--- config.mk ---
export PLATFORM = sky130hd
export DESIGN_NAME = led_event_sched
export DESIGN_NICKNAME = d
export VERILOG_FILES = /design/src/rtl/led_event_sched.sv
export SDC_FILE = /design/constraint.sdc
export NUM_CORES = 1
export LEC_CHECK = 0
export ABC_AREA = 1
export CAP_MARGIN = 20
export CORE_AREA = 2 2 90 92
export CTS_CLUSTER_DIAMETER = 150
export CTS_CLUSTER_SIZE = 16
export DETAILED_ROUTE_END_ITERATION = 8
export DIE_AREA = 0 0 92 94
export GPL_TIMING_DRIVEN = 0
export HOLD_SLACK_MARGIN = 0.03
export PLACE_DENSITY = 0.5
export SLEW_MARGIN = 20
export SYNTH_ARGS = -nofsm -noshare
export SYNTH_HDL_FRONTEND = slang
export SYNTH_SLANG_ARGS = --single-unit
--- constraint.sdc ---
create_clock -name clk -period 2.2 [get_ports clk]
set_clock_uncertainty 0.15 [all_clocks]
set_input_delay 0.44 -clock clk [delete_from_list [all_inputs] [get_ports clk]]
set_output_delay 0.44 -clock clk [all_outputs]
set_load 0.01 [all_outputs]
--- src/rtl/led_event_sched.sv ---
// led_event_sched: latches one-cycle event pulses as pending bits and shows them one at a time on a one-hot LED for HOLD_CYCLES, then GAP_CYCLES dark.
// req->led latency 2 cycles when idle; no backpressure, repeat pulses merge into the pending bit. Define LED_SCHED_RR_EN for round-robin arbitration.
module led_event_sched #(
   parameter int          NREQ        = 4,
   parameter logic [31:0] HOLD_CYCLES = 32'd300_000_000,
   parameter logic [31:0] GAP_CYCLES  = 32'd50_000_000
) (
   input  logic                    clk,
   input  logic                    rst,
   input  logic [NREQ-1:0]         req,
   input  logic                    clear,
   output logic [NREQ-1:0]         led,
   output logic [$clog2(NREQ)-1:0] grant_id,
   output logic                    busy,
   output logic                    done,
   output logic [NREQ-1:0]         pending
);

   localparam int IDW = $clog2(NREQ);

   typedef enum logic [1:0] {
      IDLE = 2'd0,
      SHOW = 2'd1,
      GAP  = 2'd2
   } state_t;

   state_t          state;
   state_t          state_nxt;
   logic [31:0]     cnt;
   logic [31:0]     cnt_nxt;
   logic [IDW-1:0]  grant_nxt;
   logic            done_nxt;
   logic [NREQ-1:0] pending_nxt;
   logic [NREQ-1:0] grant_clr;
   logic            win_vld;
   logic [IDW-1:0]  win_id;
   logic [NREQ-1:0] win_oh;

`ifdef LED_SCHED_RR_EN
   logic rr_seen;
   logic rr_seen_nxt;
   int   rr_start;

   // Two passes: indices at/after the start point first, then the wrapped-around ones.
   always_comb begin
      win_vld  = 1'b0;
      win_id   = '0;
      win_oh   = '0;
      rr_start = 0;
      if (rr_seen && (int'(grant_id) < NREQ - 1)) begin
         rr_start = int'(grant_id) + 1;
      end
      for (int j = 0; j < NREQ; j++) begin
         if (!win_vld && pending[j] && (j >= rr_start)) begin
            win_vld   = 1'b1;
            win_id    = IDW'(j);
            win_oh[j] = 1'b1;
         end
      end
      for (int j = 0; j < NREQ; j++) begin
         if (!win_vld && pending[j] && (j < rr_start)) begin
            win_vld   = 1'b1;
            win_id    = IDW'(j);
            win_oh[j] = 1'b1;
         end
      end
   end
`else
   always_comb begin
      win_vld = 1'b0;
      win_id  = '0;
      win_oh  = '0;
      for (int j = 0; j < NREQ; j++) begin
         if (!win_vld && pending[j]) begin
            win_vld   = 1'b1;
            win_id    = IDW'(j);
            win_oh[j] = 1'b1;
         end
      end
   end
`endif

   always_comb begin
      state_nxt = state;
      cnt_nxt   = cnt;
      grant_nxt = grant_id;
      done_nxt  = 1'b0;
      grant_clr = '0;
`ifdef LED_SCHED_RR_EN
      rr_seen_nxt = rr_seen;
`endif
      case (state)
         IDLE: begin
            cnt_nxt = '0;
            if (win_vld) begin
               grant_clr = win_oh;
               grant_nxt = win_id;
               state_nxt = SHOW;
`ifdef LED_SCHED_RR_EN
               rr_seen_nxt = 1'b1;
`endif
            end
         end
         SHOW: begin
            if (cnt == HOLD_CYCLES - 32'd1) begin
               done_nxt  = 1'b1;
               cnt_nxt   = '0;
               state_nxt = (GAP_CYCLES != 32'd0) ? GAP : IDLE;
            end else begin
               cnt_nxt = cnt + 32'd1;
            end
         end
         GAP: begin
            if (cnt == GAP_CYCLES - 32'd1) begin
               cnt_nxt   = '0;
               state_nxt = IDLE;
            end else begin
               cnt_nxt = cnt + 32'd1;
            end
         end
         default: begin
            cnt_nxt   = '0;
            state_nxt = IDLE;
         end
      endcase

      // A req on the bit being granted re-arms it, so the event is shown again later.
      pending_nxt = (pending & ~grant_clr) | req;

      if (clear) begin
         state_nxt   = IDLE;
         cnt_nxt     = '0;
         done_nxt    = 1'b0;
         pending_nxt = '0;
         grant_nxt   = grant_id;
`ifdef LED_SCHED_RR_EN
         rr_seen_nxt = rr_seen;
`endif
      end
   end

   always_ff @(posedge clk or negedge rst) begin
      if (!rst) begin
         state    <= IDLE;
         cnt      <= '0;
         grant_id <= '0;
         done     <= 1'b0;
         pending  <= '0;
`ifdef LED_SCHED_RR_EN
         rr_seen  <= 1'b0;
`endif
      end else begin
         state    <= state_nxt;
         cnt      <= cnt_nxt;
         grant_id <= grant_nxt;
         done     <= done_nxt;
         pending  <= pending_nxt;
`ifdef LED_SCHED_RR_EN
         rr_seen  <= rr_seen_nxt;
`endif
      end
   end

   always_comb begin
      led = '0;
      if (state == SHOW) begin
         for (int j = 0; j < NREQ; j++) begin
            led[j] = (grant_id == IDW'(j));
         end
      end
   end

   assign busy = (state == SHOW) || (state == GAP);

endmodule

==> impl_results.rst <==
.. list-table::
   :header-rows: 1

   * - Metric
     - Value
   * - Run status
     - finished clean
   * - Number of register bits inferred by synthesis
     - between 40 and 50
   * - H-Tree Depth
     - 2
   * - Number of design rule violations left after detail routing
     - 0
   * - Power per standard cell area
     - around 640 nW/um^2
   * - Synthesized Nets
     - roughly 390
   * - Post-synthesis area per instance
     - 7.01 sq um
   * - ANT cells
     - 0
   * - Fin cells
     - between 500 and 600
   * - # rows
     - 32
   * - Iteration count of the initial detailed-routing pass
     - 4
   * - NumNets Final
     - just over 400
   * - Die width
     - 92 um
   * - Clk Tree Root Cell
     - clkbuf_8
   * - Share of the core filled with cells
     - 0.408
   * - Setup repair after global routing missed its margin
     - false
   * - CP endpoint kind
     - output pin
   * - Netlist cell types
     - 26
   * - Most utilized layer in the global route result
     - met2
   * - Total length of routed wires
     - 6.59 mm
   * - Startpoint-to-endpoint class of the critical path
     - flip-flop to output pin
   * - Instance count of the mapped netlist
     - 376
   * - Initial antenna violation count
     - 0
   * - RePlAce Congestion
     - 0.896
   * - Insertion delay of the later-clocked pin in the worst-skew pair
     - 0.30 ns
   * - Static leakage
     - 1.25 nW
   * - Starting utilization of the core area
     - 0.347
   * - Pin count of the biggest net entering global routing
     - 28
   * - Core area
     - 7610 sq um
   * - Total of max-cap violations
     - 0
   * - Share of layout cells above drive strength 1
     - 0.0893
   * - Clock edge transition at the registers on the reported setup and hold paths
     - approximately 0.08 ns
   * - Layout area overhead
     - 17.6%
   * - CTS tree
     - yes
   * - Post-CTS setup-driven buffer insertion count
     - 0
   * - Most frequently used cell type in the post-synthesis netlist
     - nand2_1
   * - Hold Fails Final Rpt
     - 0
   * - Top FF cell, synth
     - dfrtp_1
   * - I/O pin count
     - 19
   * - Global route overflow
     - 0
   * - Via count of the first global-routing pass
     - 2274
   * - Placed insts
     - 496
   * - Power Internal
     - 1.36 mW
   * - Met3 track utilization from global routing
     - 0.0281
   * - Count of clock tree sinks
     - 41
   * - Transition at the pin with the smallest max-transition slack
     - between 0.4 and 0.5 ns
   * - Number of port buffers
     - 17
   * - Global-route usage over all layers
     - 0.163
   * - CTS max path bufs
     - 2
   * - Worst Path Required
     - 1.61 ns
   * - Global routing usage on met2
     - 0.284
   * - Worst-case headroom to the max-slew limit
     - 0.680
   * - P_sw
     - 613 uW
   * - Number of enable flip-flop cells after synthesis
     - 0
   * - Final critical-path required period
     - 2.04 ns
   * - Via-to-Cell Ratio
     - 4.61
   * - Cell Area, Synth
     - 2640 sq um
   * - Classification of the worst-slack hold path
     - flip-flop to flip-flop
   * - Half-perimeter wire length after detailed placement
     - 5.18 mm
   * - Total setup violations reported at the end of the flow
     - 0
   * - Cell accounting for the most synthesized area
     - dfrtp_1
   * - Number of pins with negative max-slew slack in the final report
     - 0
   * - Switching share of total power
     - 0.310
   * - Post-route worst hold slack
     - between 0.3 and 0.4 ns
   * - Final worst-path cycle share
     - 0.929
   * - Startpoint types
     - flip-flop
   * - TritonCTS buffer count
     - 5
   * - Share of synthesized area occupied by flip-flops and latches
     - 0.389
   * - Most frequent cells after synthesis
     - 88 x nand2_1, 84 x nor2_1, 50 x inv_1
   * - Total via count after detailed routing
     - between 2000 and 2500
   * - Fill cells
     - 843
   * - Synth Warn #
     - 0
   * - Fraction of power consumed by combinational cells
     - 0.246
   * - Share of the synthesized area in the top cell type
     - 0.389
   * - Die Y-Extent
     - roughly 94 um
   * - Critical Path AT
     - 1.45 ns
   * - Portion of total power attributed to the clock network
     - 0.328
   * - Cell types with the largest area share after synthesis
     - dfrtp_1 39%, nand2_1 13%, nor2_1 12%
   * - Wire length of the first global-routing pass
     - about 11 mm
   * - Met1 global-route usage
     - 0.209
   * - Average wire per standard cell
     - 13.0 um
   * - Worst-path fanout max
     - 6
   * - Max VDD drop
     - 0.000410 V
   * - Highest Clock Rate
     - slightly below 500 MHz
   * - Count of routing violations after the opening detailed-route iteration
     - 76
   * - Antenna violation net count after detailed routing
     - 0
   * - Relative contribution of sequential cells to total power
     - 0.425
   * - Share of synthesized registers carrying an async set or reset
     - 1.00
   * - Overall die area
     - 8650 sq um
-- worst max-delay path, stage by stage, from the launching register on --
cell and delay [ns]:
dfrtp_1 0.41, inv_2 0.09, ha_4 0.15, inv_2 0.07, nor3_2 0.18, clkdlybuf4s15_2 0.25
-- through the flow --
stage	TNS [ns]	cell area (sq um)	total power [mW]	setup slack, ns
after CTS	0	3080	1.99	0.00201
after global routing	0	3100	2.10	0.0321
after detailed placement	-0.00658	2950	1.34	-0.00658
after floorplan	0	2640	1.14	0.539
after global placement	-25.40	2940	1.34	-0.624
final	0	3100	1.98	0.155
-- sequential cells by signal, summed over array words and instances (netlist names) --
| register | cells |
|---|---|
| cnt | 32 |
| done | 1 |
| grant_id | 2 |
| pending | 4 |
| state | 2 |
-- placed cells by master (no fill, tap or decap), types with 2 or more instances in the layout --
master           synthesis  layout
inv_2                    2       4
nor3_1                  22      20
buf_6                    3       3
dfrtp_1                 41      41
xor2_1                  22      22
clkdlybuf4s50_1          0      11
nor2_1                  84      84
nor2_2                   6       6
nand4_1                 10      10
clkbuf_8                 0       6
nand2_2                  4       4
nor3_2                   0       2
inv_1                   50      48
nand2_1                 88      88
xnor2_1                  3       3
nand3_1                 20      20
o21ai_0                  2       2
ha_1                     5       4
a21oi_1                  4       4
clkdlybuf4s15_2          0       2
-- power groups by stage --
| stage | Combinational [mW] | Clock (mW) | Sequential [mW] |
|---|---|---|---|
| 2_1_floorplan | 0.283 | 0 | 0.854 |
| 3_3_place_gp | 0.485 | 0 | 0.850 |
| 3_5_place_dp | 0.491 | 0 | 0.850 |
| 4_1_cts | 0.479 | 0.674 | 0.835 |
| 5_1_grt | 0.548 | 0.706 | 0.850 |
| 6_report | 0.487 | 0.649 | 0.841 |
-- cell type report --
cell class | count | area [sq um] | area share
Tap cell | 102 | 128 | 0.0411
Clock buffer | 6 | 82.6 | 0.0266
Timing Repair Buffer | 19 | 195 | 0.0629
Buffer | 4 | 37.5 | 0.0121
Inverter | 52 | 195 | 0.0629
Multi-Input combinational cell | 279 | 1400 | 0.452
Sequential cell | 41 | 1030 | 0.331
Clock inverter | 2 | 37.5 | 0.0121
-- kinds of logic (layout without fill, tap and decap cells) --
logic type               count (synthesis)  count (layout)  synth area share
AO/OA/AOI/OAI                            8               8            0.0176
AND/OR/NAND/NOR                        241             241             0.398
buffers and inverters                   56              83            0.0882
flip-flops                              41              41             0.389
XOR/XNOR                                25              25            0.0830
adder cells (fa/ha/maj)                  5               5            0.0237
-- repair_timing --
item / CTS / global route
resized for setup: 12 / 6
endpoints found under the hold margin: 14 / 0
gates cloned: 0 / 0
hold buffers: 1 / 0
setup endpoints to repair: 5 / 4
-- layer usage --
layer | vias to the layer above | part of all wire
li1 | 1215 | -
met1 | 1072 | 0.46
met2 | 30 | 0.50
met3 | 9 | 0.025
met4 | 0 | 0.012
met5 | - | 0
-- path summary, 6_finish.rpt --
kind                            depth (start not counted)  slack [ns]                 to            startpoint
worst max-delay path                                    5        0.16             led[3]  state[1]$_DFFE_PN0P_
worst min-delay path                                    1        0.36   cnt[0]$_DFF_PN0_      cnt[0]$_DFF_PN0_
worst max register to register                         11        0.27  cnt[11]$_DFF_PN0_      cnt[0]$_DFF_PN0_
worst min register to register                          1        0.36   cnt[0]$_DFF_PN0_      cnt[0]$_DFF_PN0_
max in group asynchronous                               3        0.99  cnt[21]$_DFF_PN0_                   rst
min in group asynchronous                               2        0.44     done$_DFF_PN0_                   rst
(Power assumes the default switching activity.)
